### config.mk
export PLATFORM = sky130hd
export DESIGN_NAME = cal_bus_sched
export DESIGN_NICKNAME = d
export VERILOG_FILES = /design/src/rtl/cal_bus_sched.sv
export SDC_FILE = /design/constraint.sdc
export NUM_CORES = 1
export LEC_CHECK = 0
export ABC_AREA = 1
export CORE_MARGIN = 2
export CORE_UTILIZATION = 30
export DETAILED_ROUTE_END_ITERATION = 8
export PLACE_DENSITY = 0.64
export SYNTH_ARGS = -nofsm -noshare
export SYNTH_HDL_FRONTEND = slang
export SYNTH_SLANG_ARGS = --single-unit
### constraint.sdc
create_clock -name clk -period 1.65 [get_ports clk]
set_input_delay 0.2475 -clock clk [delete_from_list [all_inputs] [get_ports clk]]
set_output_delay 0.2475 -clock clk [all_outputs]
set_load 0.02 [all_outputs]
### src/rtl/cal_bus_sched.sv
// Round-robin scheduler for the shared cal_cpu / cal_acc bus with a one-cycle
// turnaround between owners and a hold-time watchdog that raises yield requests.
module cal_bus_sched #(
  parameter int unsigned MAX_HOLD = 16,
  parameter int unsigned CNT_W    = 5,
  parameter int unsigned PRIO_CPU = 1
) (
  input  logic             clk,
  input  logic             rst_n,
  input  logic             cpu_req,
  input  logic             acc_req,
  output logic             cpu_gnt,
  output logic             acc_gnt,
  output logic             arb_res,
  output logic             cpu_yield,
  output logic             acc_yield,
  output logic             bus_idle,
  output logic [CNT_W-1:0] hold_cnt
);

  typedef enum logic [1:0] {IDLE, GNT_CPU, GNT_ACC, TURN} state_t;

  localparam logic [CNT_W-1:0] CNT_SAT  = '1;
  localparam logic [CNT_W-1:0] HOLD_LIM = CNT_W'(MAX_HOLD);
  localparam logic             LAST_RST = (PRIO_CPU != 0);

  state_t           state, state_nx;
  logic             last_acc, last_acc_nx;  // 1: ACC was the most recent owner
  logic [CNT_W-1:0] hold_nx;

  always_ff @(posedge clk or negedge rst_n) begin
    if (!rst_n) begin
      state    <= IDLE;
      last_acc <= LAST_RST;
      hold_cnt <= '0;
    end else begin
      state    <= state_nx;
      last_acc <= last_acc_nx;
      hold_cnt <= hold_nx;
    end
  end

  always_comb begin
    state_nx    = state;
    last_acc_nx = last_acc;
    hold_nx     = '0;
    unique case (state)
      IDLE: begin
        if (cpu_req && acc_req) state_nx = last_acc ? GNT_CPU : GNT_ACC;
        else if (cpu_req)       state_nx = GNT_CPU;
        else if (acc_req)       state_nx = GNT_ACC;
      end
      GNT_CPU: if (!cpu_req) state_nx = acc_req ? TURN : IDLE;
      GNT_ACC: if (!acc_req) state_nx = cpu_req ? TURN : IDLE;
      TURN: begin
        // The turnaround only ever hands over to the side that did not own last.
        if (last_acc) state_nx = cpu_req ? GNT_CPU : IDLE;
        else          state_nx = acc_req ? GNT_ACC : IDLE;
      end
      default: state_nx = IDLE;
    endcase

    if (state_nx == GNT_CPU) last_acc_nx = 1'b0;
    if (state_nx == GNT_ACC) last_acc_nx = 1'b1;

    if (state_nx == GNT_CPU || state_nx == GNT_ACC) begin
      if (state_nx != state)      hold_nx = CNT_W'(1);
      else if (hold_cnt == CNT_SAT) hold_nx = hold_cnt;
      else                        hold_nx = hold_cnt + CNT_W'(1);
    end
  end

  assign cpu_gnt   = (state == GNT_CPU);
  assign acc_gnt   = (state == GNT_ACC);
  assign arb_res   = acc_gnt;
  assign bus_idle  = (state == IDLE);
  assign cpu_yield = cpu_gnt & acc_req & (hold_cnt >= HOLD_LIM);
  assign acc_yield = acc_gnt & cpu_req & (hold_cnt >= HOLD_LIM);

endmodule

=== Word-level counts from Yosys, hierarchy flattened ===
Index checks and enable logic that the tools add are counted.

* Add/sub/neg operators: 1
* Magnitude comparators: 1
* Eq/ne operators: 8
* Mux-type cells: 17
* Bitwise operators: 4
* Reductions and logical operators: 4

{| class="wikitable"
|+ Operator list
! cell !! number
|-
| $mux 2 || 10
|-
| $mux 5 || 3
|-
| $pmux 2 s4 || 1
|-
| $eq 2x2->1 const B || 3
|-
| $add 5x1->5 const B || 1
|-
| $eq 5x5->1 const B || 1
|-
| $ge 5x5->1 const B || 1
|-
| $and 1x1->1 || 4
|-
| $eq 2x1->1 const B || 2
|-
| $mux 1 || 3
|-
| $ne 3x3->1 const B || 1
|-
| $logic_not 2->1 || 1
|-
| $ne 2x2->1 || 1
|-
| $reduce_bool 2->1 || 1
|-
| $logic_and 1x1->1 || 1
|-
| $logic_or 1x1->1 || 1
|}

* Register bits: 8
* Input bits: 4

=== Longest topological paths before layout ===
Gate-level depths: netlist (run 1).

* Depth after elaboration: 7
* Gate-level depth with buffers: 11

=== Least setup slack after synthesis (run 1) ===
OpenSTA, ideal clock, no wires.

* Kind: register -> register
* From: register state[1]
* To: register hold_cnt[1]
* Setup time: 0.072 ns
* Data arrival time: 1.664 ns
* Data required time: 1.578 ns
* Path slack: -0.086 ns
* Stages on the path, launching flop included: 9
* Path buffers: 0
* Path through: dfrtp_1 > nor2_1 > nand3_1 > nand2_1 > inv_1 > ha_1 > inv_1 > nand3_2 > nor2_1

* Elaborated cells on any way between the ends: 17

{| class="wikitable"
|+ RTL lines
! what !! line !! RTL
|-
| start: declaration || 27 || <nowiki>state_t state, state_nx;</nowiki>
|-
| start signal: assignment || 37 || <nowiki>state <= state_nx;</nowiki>
|-
| $logic_not 2->1 (*) || -- ||
|-
| via bus_idle || 17 || <nowiki>output logic bus_idle,</nowiki>
|-
| $pmux 2 s4 (*) || 47 || <nowiki>unique case (state)</nowiki>
|-
| via state_nx[0] || 27 ||
|-
| $eq 2x1->1, or another cell as far along || 66 || <nowiki>if (state_nx == GNT_CPU || state_nx == GNT_ACC) begin</nowiki>
|-
| $logic_or 1x1->1 or $mux 5 (tied branches) || 66, 67 ||
|-
| $ne 3x3->1 (no line) or $mux 5 (tied branches) || -- ||
|-
| end signal: assignment || 39 || <nowiki>hold_cnt <= hold_nx;</nowiki>
|-
| end: declaration || 18 || <nowiki>output logic [CNT_W-1:0] hold_cnt</nowiki>
|}

Mark *: on every way through the listed nets, which the timed path passes. The rest lies on a longest branch.
A chain may end at the register's enable or synchronous reset.

=== Final worst setup path (run 1) ===
* From: register last_acc
* To: register hold_cnt[0]

* Longest elaborated chain between the ends: 6
* Elaborated cells on any way between the ends: 11

{| class="wikitable"
|+ Ends and longest elaborated chain
! what !! line !! RTL
|-
| start: declaration || 28 || <nowiki>logic last_acc, last_acc_nx;</nowiki>
|-
| start signal: assignment || 38 || <nowiki>last_acc <= last_acc_nx;</nowiki>
|-
| $mux 2 (2 in series) || 49 || <nowiki>if (cpu_req && acc_req) state_nx = last_acc ? GNT_CPU : GNT_ACC;</nowiki>
|-
| $pmux 2 s4 (*) || 47 ||
|-
| $eq 2x1->1, or another cell as far along || 66 ||
|-
| $logic_or 1x1->1 or $mux 5 (tied branches) || 66, 67 ||
|-
| $ne 3x3->1 (no line) or $mux 5 (tied branches) || -- ||
|}

Mark *: on every way between the ends. The rest lies on a longest branch, timed or not.

==> results of run 1 <==
## repair_timing
action                     4_1_cts  5_1_grt
setup buffers                    0        1
resized for setup                9       25
pin swaps                        2        9
gates cloned                     0        0
setup endpoints to repair       10       10
## state kept, by name (all words and copies together), names as in the netlist
| register | count |
|---|---|
| hold_cnt | 5 |
| last_acc | 1 |
| state | 2 |
## power by group through the flow
stage / logic (uW) / clock network [uW] / registers [uW]
after CTS: 926 / 169 / 333
after floorplan: 511 / 0 / 362
after global routing: 1240 / 186 / 353
after detailed placement: 943 / 0 / 336
after global placement: 931 / 0 / 334
final: 1110 / 167 / 340
## worst max-delay path by stage
stage | slack [ns] | cells after the start | endpoint
final | 0.09 | 10 | hold_cnt[0]
after detailed placement | -0.29 | 4 | cpu_yield
after global placement | -0.29 | 4 | cpu_yield
after CTS | 0.006 | 4 | cpu_yield
after global routing | 0.003 | 10 | hold_cnt[0]
after floorplan | 0.02 | 10 | hold_cnt[1]
## layer usage
metal  up-vias  global-route usage
met5         -                   0
met4         0              0.0649
met3         2              0.0377
met2        15               0.259
met1       271               0.162
li1        298                   -
## cell families (layout without fill, tap and decap cells)
family / after synthesis / in the layout / synth area share
and+or+nand+nor: 42 / 42 / 0.358
buffers and inverters: 17 / 46 / 0.119
DFF: 8 / 8 / 0.354
adders and majority gates: 4 / 4 / 0.0879
AOI/OAI and AO/OA: 4 / 4 / 0.0352
xor gates and xnor gates: 3 / 3 / 0.0462
## layout make-up
type | instances | area [um^2] | share of cell area
multi-input combinational | 53 | 360 | 0.395
sequential | 8 | 203 | 0.222
clock buffer | 4 | 26.3 | 0.0288
timing repair buffer | 26 | 229 | 0.251
tap | 25 | 31.3 | 0.0343
inverter | 16 | 62.6 | 0.0686
## cells in the mapped netlist
master,number,share of area
and3_1,1,0.011
buf_4,1,0.013
dfrtp_1,7,0.31
dfstp_2,1,0.046
ha_1,4,0.088
inv_1,15,0.099
inv_2,1,0.0066
nand2_1,13,0.086
nand2_2,3,0.033
nand3_1,7,0.062
nand3_2,2,0.035
nand4_1,2,0.022
nor2_1,10,0.066
nor2_2,3,0.033
nor4_1,1,0.011
o21ai_0,4,0.035
xor2_1,3,0.046
## critical path, stage by stage (launching register included)
cell and delay, ns:
dfstp_2 0.53, inv_1 0.05, nand2_1 0.08, nor2_1 0.05
nor2_2 0.12, nand3_2 0.10, ha_4 0.28, inv_4 0.04
buf_4 0.12, nand2_2 0.05, inv_1 0.03
## through the flow
step	power, uW	util	cells
2_1_floorplan	872	-	78
3_3_place_gp	1260	0.464	127
3_5_place_dp	1280	0.464	127
4_1_cts	1430	0.474	131
5_1_grt	1770	0.517	132
6_report	1620	0.517	132
==> metrics, run 1 <==
status=completed; Design Area, Final=about 900 um^2; clk sink count=8; placed cell area=818 um^2; r2r startpoint=last_acc; fin crit period=1.56 ns; P_int=851 uW; First-pass DRT Iterations=4; fill count=190; data arrival time of the critical path=1.71 ns; max-cap violations=0; Synth Register Bits=8; Synth Warn #=0; Cells after Synth=78; clk buf depth=2; vias in the first global route=582; Area Growth Syn to Fin=60.2%; Post-Route M1 WL=590 um; drt via density=roughly 4.4; root buffer cell=clkbuf_4; dpl ws=-0.287 ns; Worst Path Max Fanout=4; Hold Buf Count CTS=0; hpwl dp=between 1000 and 1500 um; Die W=47.6 um; Die ar.=2260 um^2; grt total ovfl=0; total CTS buffers=3; wire per inst=10.7 um; Logic pwr share=0.687; Core ar.=~1800 um^2; Final Hold Viols=0; Netlist Area Pre-Place=569 um^2; first-pass GRT wire length=2290 um; path type of the worst setup path=flop to flop; met2 routed WL=between 700 and 800 um; Required @ worst endpoint=1.81 ns; Starting Density=0.323; initial drt markers=6; # nets final=around 120; final WL=1420 um; final setup violation count=0; Worst VDD drop=817 uV; Reg power frac=0.210; CTS H-Tree Depth=1; Critical Path Start=last_acc; Yosys cell types=17; total negative slack=0 ns; clock share of power=0.103; die height=47.6 um; highest routed layer=met4; Clock Latency Late Sink=approximately 0.26 ns; DR vias=586; # rows=15; # DRC=0; Switching Share=0.475; clk_skew=0.00381 ns; CTS tree=built; NetSw=roughly 770 uW; Startpoint Class=flop; largest net degree at the start of global routing=9; power density cells=1780 nW/um^2; min setup slack post-route=around 0.094 ns; ANT nets after route=0; IO Count=15; GRT Overall Usage=0.145; most frequent cells in the layout=13 x inv_1, 11 x buf_4, 10 x nand2_1; post-synthesis sequential area ratio=0.354; Slew Viols, Final=0; n_diodes=0; clock-pin slew on the worst setup and hold paths=0.06 ns; crit path capture type=flop; R2R Setup Slk=~0.094 ns; Mean Syn Cell Area=7.30 um^2; initial antenna violation count=0; f_max=643 MHz; Final Wtd Congestion=0.852; Syn Nets=86; layout cell share with drive strength beyond 1=0.402; commonest non-fill, non-tap cell in the layout=inv_1; Least-Margin Pin Slew=0.370 ns; hold slack=around 0.27 ns; Crit Reg-Reg Endpoint=hold_cnt[0]; Tcrit/Tclk final=0.943; P_leak=0.000469 uW; r2r worst-path depth=10; max_slew headroom=0.752; Port Buffers=14; Hold Crit Class=input port to async pin; RSZ-0062 raised after global routing=false; met3 WL=85 um
No activity file was read; power rests on OpenSTA's default activity.
==> run 2: changes to the inputs <==
- PLACE_DENSITY: 0.64 -> not set
- PLACE_DENSITY_LB_ADDON: not set -> 0.2
- SETUP_SLACK_MARGIN: not set -> 0.1
==> metrics, run 2 (synthesis gave the netlist of run 1 again) <==
clock-pin slew on the worst setup and hold paths=0.06 ns (about the same); ANT nets after route=0 (unchanged); max-cap violations=0 (unchanged); Starting Density=0.323 (unchanged); slowest CP cell=dfrtp_2; first-pass GRT wire length=2130 um (-6.9%); Final Wtd Congestion=0.805 (-5.5%); final setup violation count=0 (unchanged); vias in the first global route=508 (-13%); n_diodes=0 (unchanged); IO Count=15 (unchanged); f_max=652 MHz (+1.4%); placed cell area=832 um^2 (+1.7%); First-pass DRT Iterations=4 (unchanged); initial antenna violation count=0 (unchanged); CP most frequent cell=buf_4; # nets final=124 (+6.9%); path type of the worst setup path=flop to output pin; largest register by flop count=hold_cnt; drt via density=4.41 (-0.57%); total CTS buffers=3 (unchanged); most frequent cells in the layout=18 x buf_4, 12 x inv_1, 8 x nand2_1, 8 x nand2_2, 7 x nor2_1; Area Growth Syn to Fin=84.2%; clk_skew=0.00539 ns (+0.00159 ns); Port Buffers=14 (unchanged); GRT Overall Usage=0.139 (-0.00597); initial drt markers=3 (-3); Final Hold Viols=0 (unchanged); grt total ovfl=0 (unchanged); Slew Viols, Final=0 (unchanged); clk sink count=8 (unchanged); Least-Margin Pin Slew=0.371 ns (+0.00102 ns); crit path capture type=output pin; Clock Latency Late Sink=0.26 ns (about the same); clk buf depth=2 (unchanged); Die ar.=2260 um^2 (unchanged); hold slack=0.268 ns (+0.00272 ns); CTS H-Tree Depth=1 (unchanged); Worst Path Max Fanout=4 (unchanged); min setup slack post-route=0.116 ns (+0.0218 ns); status=completed; commonest non-fill, non-tap cell in the layout=buf_4; # rows=15 (unchanged); fin crit period=1.53 ns (-0.0218 ns); final WL=1580 um (+11%); cells along the critical path=buf_4 > nor4_2 > buf_4; layout cell share with drive strength beyond 1=0.496 (+0.0938); Required @ worst endpoint=1.40 ns (-0.41 ns); P_leak=0.000565 uW (+20%); Hold Crit Class=input port to async pin; Largest regs=hold_cnt x5, state x2, last_acc x1; Design Area, Final=1050 um^2 (+15%); Hold Buf Count CTS=0 (unchanged); wire per inst=11.3 um (+5.1%); CTS tree=built; max_slew headroom=0.752 (about the same); Worst VDD drop=794 uV (-2.8%); data arrival time of the critical path=1.29 ns (-0.42 ns); hpwl dp=1010 um (-2.9%); die height=47.6 um (unchanged); Slowest Stage Delay on Critical Path=0.44 ns (-0.09 ns); max reg flops=5 (unchanged); final core occ=0.594 (+0.0773); Startpoint Class=flop; RSZ-0062 raised after global routing=true; root buffer cell=clkbuf_4; DR vias=618 (+5.5%); Tcrit/Tclk final=0.930 (-0.0132); r2r worst-path depth=9 (-1); total negative slack=0 ns (unchanged); dpl ws=-0.291 ns (-0.00405 ns); # DRC=0 (unchanged); Core ar.=1760 um^2 (unchanged); power density cells=1790 nW/um^2 (+0.63%); Die W=47.6 um (unchanged); largest net degree at the start of global routing=9 (unchanged)
-- run 2: area by class of cell --
type	count	area, um^2
clock buffers	4	26.3
multi-input cells	53	410
inverters	16	65.1
flip-flops and latches	8	204
fillers	169	716
repair buffers	34	312
well taps	25	31.3
-- run 2: metal layers --
layer / track usage / vias up / part of all wire
met3: 0.0377 / 3 / 0.031
met1: 0.174 / 284 / 0.41
li1: - / 315 / -
met2: 0.208 / 16 / 0.54
met5: 0 / - / 0
met4: 0.0973 / 0 / 0.013
-- run 2: path summary, 6_finish.rpt --
kind | slack [ns] | from | end
max reg2reg | 0.12 | last_acc | hold_cnt[2]
min | 0.27 | rst_n | hold_cnt[4]
max | 0.12 | state[1] | cpu_yield
min reg2reg | 0.51 | last_acc | last_acc
max in group asynchronous | 1.07 | rst_n | last_acc
min in group clk | 0.51 | last_acc | last_acc
-- run 2: critical path, delay by kind of cell, from the launching register on --
| kind | cells | cell delay [ns] |
|---|---|---|
| buf+inv | 2 | 0.34 |
| flops | 1 | 0.44 |
| simple gates | 1 | 0.25 |
-- run 2: power by group --
part	leakage (uW)	switching, uW	internal, uW
logic	0.000450	731	646
clock network	0.0000150	71.8	92.8
registers	0.000101	62.6	272
total	0.000565	865	1010
-- run 2: timing repair --
action	4_1_cts	5_1_grt
endpoints found under the setup margin	13	14
pin swaps	2	9
gates resized for setup	20	32
setup buffers	5	4
gates cloned	0	0
-- run 2: per-stage QoR --
stage,std cells,total power (uW)
5_1_grt,140,2010
3_5_place_dp,127,1310
6_report,140,1880
3_3_place_gp,127,1290
4_1_cts,136,1610
2_1_floorplan,78,915
==> run 3: changes to the inputs <==
- CORE_UTILIZATION: 30 -> 40
- SETUP_SLACK_MARGIN: 0.1 -> not set
==> metrics, run 3 (synthesis gave the netlist of run 1 again) <==
GRT Overall Usage=0.171 (+0.0316); Worst Path Max Fanout=3 (-1); dpl ws=-0.330 ns (-0.0386 ns); CTS H-Tree Depth=1 (unchanged); Slew Viols, Final=0 (unchanged); Hold Buf Count CTS=0 (unchanged); f_max=625 MHz (-4.1%); clk sink count=8 (unchanged); Design Area, Final=946 um^2 (-9.8%); Required @ worst endpoint=1.40 ns (about the same); ANT nets after route=0 (unchanged); wire per inst=11.4 um (+1.2%); placed insts=119 (-6.3%); max-cap violations=0 (unchanged); Core ar.=1320 um^2 (-25%); Top delay family on crit path=buffers and inverters; Worst VDD drop=1190 uV (+50%); First-pass DRT Iterations=4 (unchanged); # nets final=123 (-0.81%); Port Buffers=14 (unchanged); CTS tree=built; status=completed; initial antenna violation count=0 (unchanged); Final Wtd Congestion=0.819 (+1.7%); path type of the worst setup path=flop to output pin; max reg flops=5 (unchanged); Tcrit/Tclk final=0.970 (+0.0397); Die ar.=1740 um^2 (-23%); drt via density=4.90 (+11%); Clock Latency Late Sink=0.26 ns (about the same); fin crit period=1.60 ns (+0.0655 ns); crit path capture type=output pin; Final Power=1710 uW (-8.7%); # rows=13 (-2); die height=41.7 um (-12%); initial drt markers=10 (+7); grt total ovfl=0 (unchanged); clock-pin slew on the worst setup and hold paths=0.06 ns (about the same); commonest non-fill, non-tap cell in the layout=buf_4; hpwl dp=1040 um (+3.2%); largest net degree at the start of global routing=9 (unchanged); first-pass GRT wire length=2310 um (+8.4%); Slowest Stage Delay on Critical Path=0.59 ns (+0.15 ns); most frequent cells in the layout=17 x buf_4, 13 x inv_1, 10 x nand2_1; total CTS buffers=3 (unchanged); clk_skew=0.0161 ns (+0.0107 ns); layout cell share with drive strength beyond 1=0.421 (-0.0746); slowest CP cell=clkdlybuf4s50_1; Starting Density=0.432 (+0.109); n_diodes=0 (unchanged); Final Hold Viols=0 (unchanged); hold slack=0.255 ns (-0.0132 ns); vias in the first global route=529 (+4.1%); # DRC=0 (unchanged); cells along the critical path=buf_4 > clkdlybuf4s50_1; min setup slack post-route=0.0503 ns (-0.0655 ns); final WL=1470 um (-6.8%); final setup violation count=0 (unchanged); R2R Setup Slk=0.06 ns (-0.06 ns); Startpoint Class=flop; RSZ-0062 raised after global routing=true; max_slew headroom=0.760 (+0.00799); Die W=41.7 um (-12%); largest register by flop count=hold_cnt; clk buf depth=2 (unchanged); root buffer cell=clkbuf_4; IO Count=15 (unchanged); Area Growth Syn to Fin=66.2%; Buf/Inv on CP=2 (unchanged); Largest regs=hold_cnt x5, state x2, last_acc x1; P_leak=0.000508 uW (-10%); placed cell area=821 um^2 (-1.4%); power density cells=1810 nW/um^2 (+1.2%); data arrival time of the critical path=1.35 ns (+0.06 ns); Hold Crit Class=input port to async pin; non-filler cells in the finished layout=129 (-7.9%); Least-Margin Pin Slew=0.360 ns (-0.0119 ns); DR vias=632 (+2.3%)
==> run 3: repair_timing <==
action                                  4_1_cts  5_1_grt
buffers inserted                              0        6
resized for setup                            11       18
pin swaps                                     0        7
endpoints found under the setup margin       10        7
==> run 3: metal layers <==
layer / global-route usage / vias to the layer above / routed length, um
met4: 0.0581 / 0 / 34
li1: - / 318 / -
met3: 0.0609 / 6 / 77
met2: 0.250 / 15 / 684
met5: 0 / - / 0
met1: 0.231 / 293 / 676
==> run 3: worst reg2reg max path: stages, from the launching register on <==
cell and delay, ns:
dfrtp_2 0.47, nor2_2 0.17, nand2_2 0.06, nand2_2 0.08, nor2_2 0.05, nand2_2 0.08
inv_2 0.04, ha_4 0.25, inv_2 0.05, buf_4 0.12, nand2_1 0.05, inv_1 0.03
==> run 3: stage by stage <==
stage | utilization | setup TNS (ns)
after global routing | 0.718 | -0.143
after global placement | 0.623 | -1.65
after detailed placement | 0.623 | -2.06
after floorplan | - | 0
final | 0.718 | 0
after CTS | 0.646 | 0
==> run 3: cell type report <==
type	instances	area [um^2]
sequential	8	203
tap	15	18.8
clock buffer	4	26.3
multi-input combinational	53	354
fill	103	372
inverter	16	60.1
timing repair buffer	33	284
==> run 3: power breakdown <==
| group | switching (uW) | internal [uW] | leakage, uW | total [uW] |
|---|---|---|---|---|
| clock | 72.7 | 92.8 | 0.0000150 | 166 |
| combinational | 636 | 573 | 0.000392 | 1210 |
| sequential | 68.1 | 270 | 0.000102 | 338 |
==> run 3: path summary, 6_finish.rpt <==
path,from,end,cells after the start
worst min-delay path,rst_n,hold_cnt[3],1
max in group asynchronous,rst_n,last_acc,1
min in group clk,last_acc,last_acc,2
worst max register to register,state[1],hold_cnt[0],11
worst min register to register,last_acc,last_acc,2
worst max-delay path,hold_cnt[1],hold_cnt[1],2
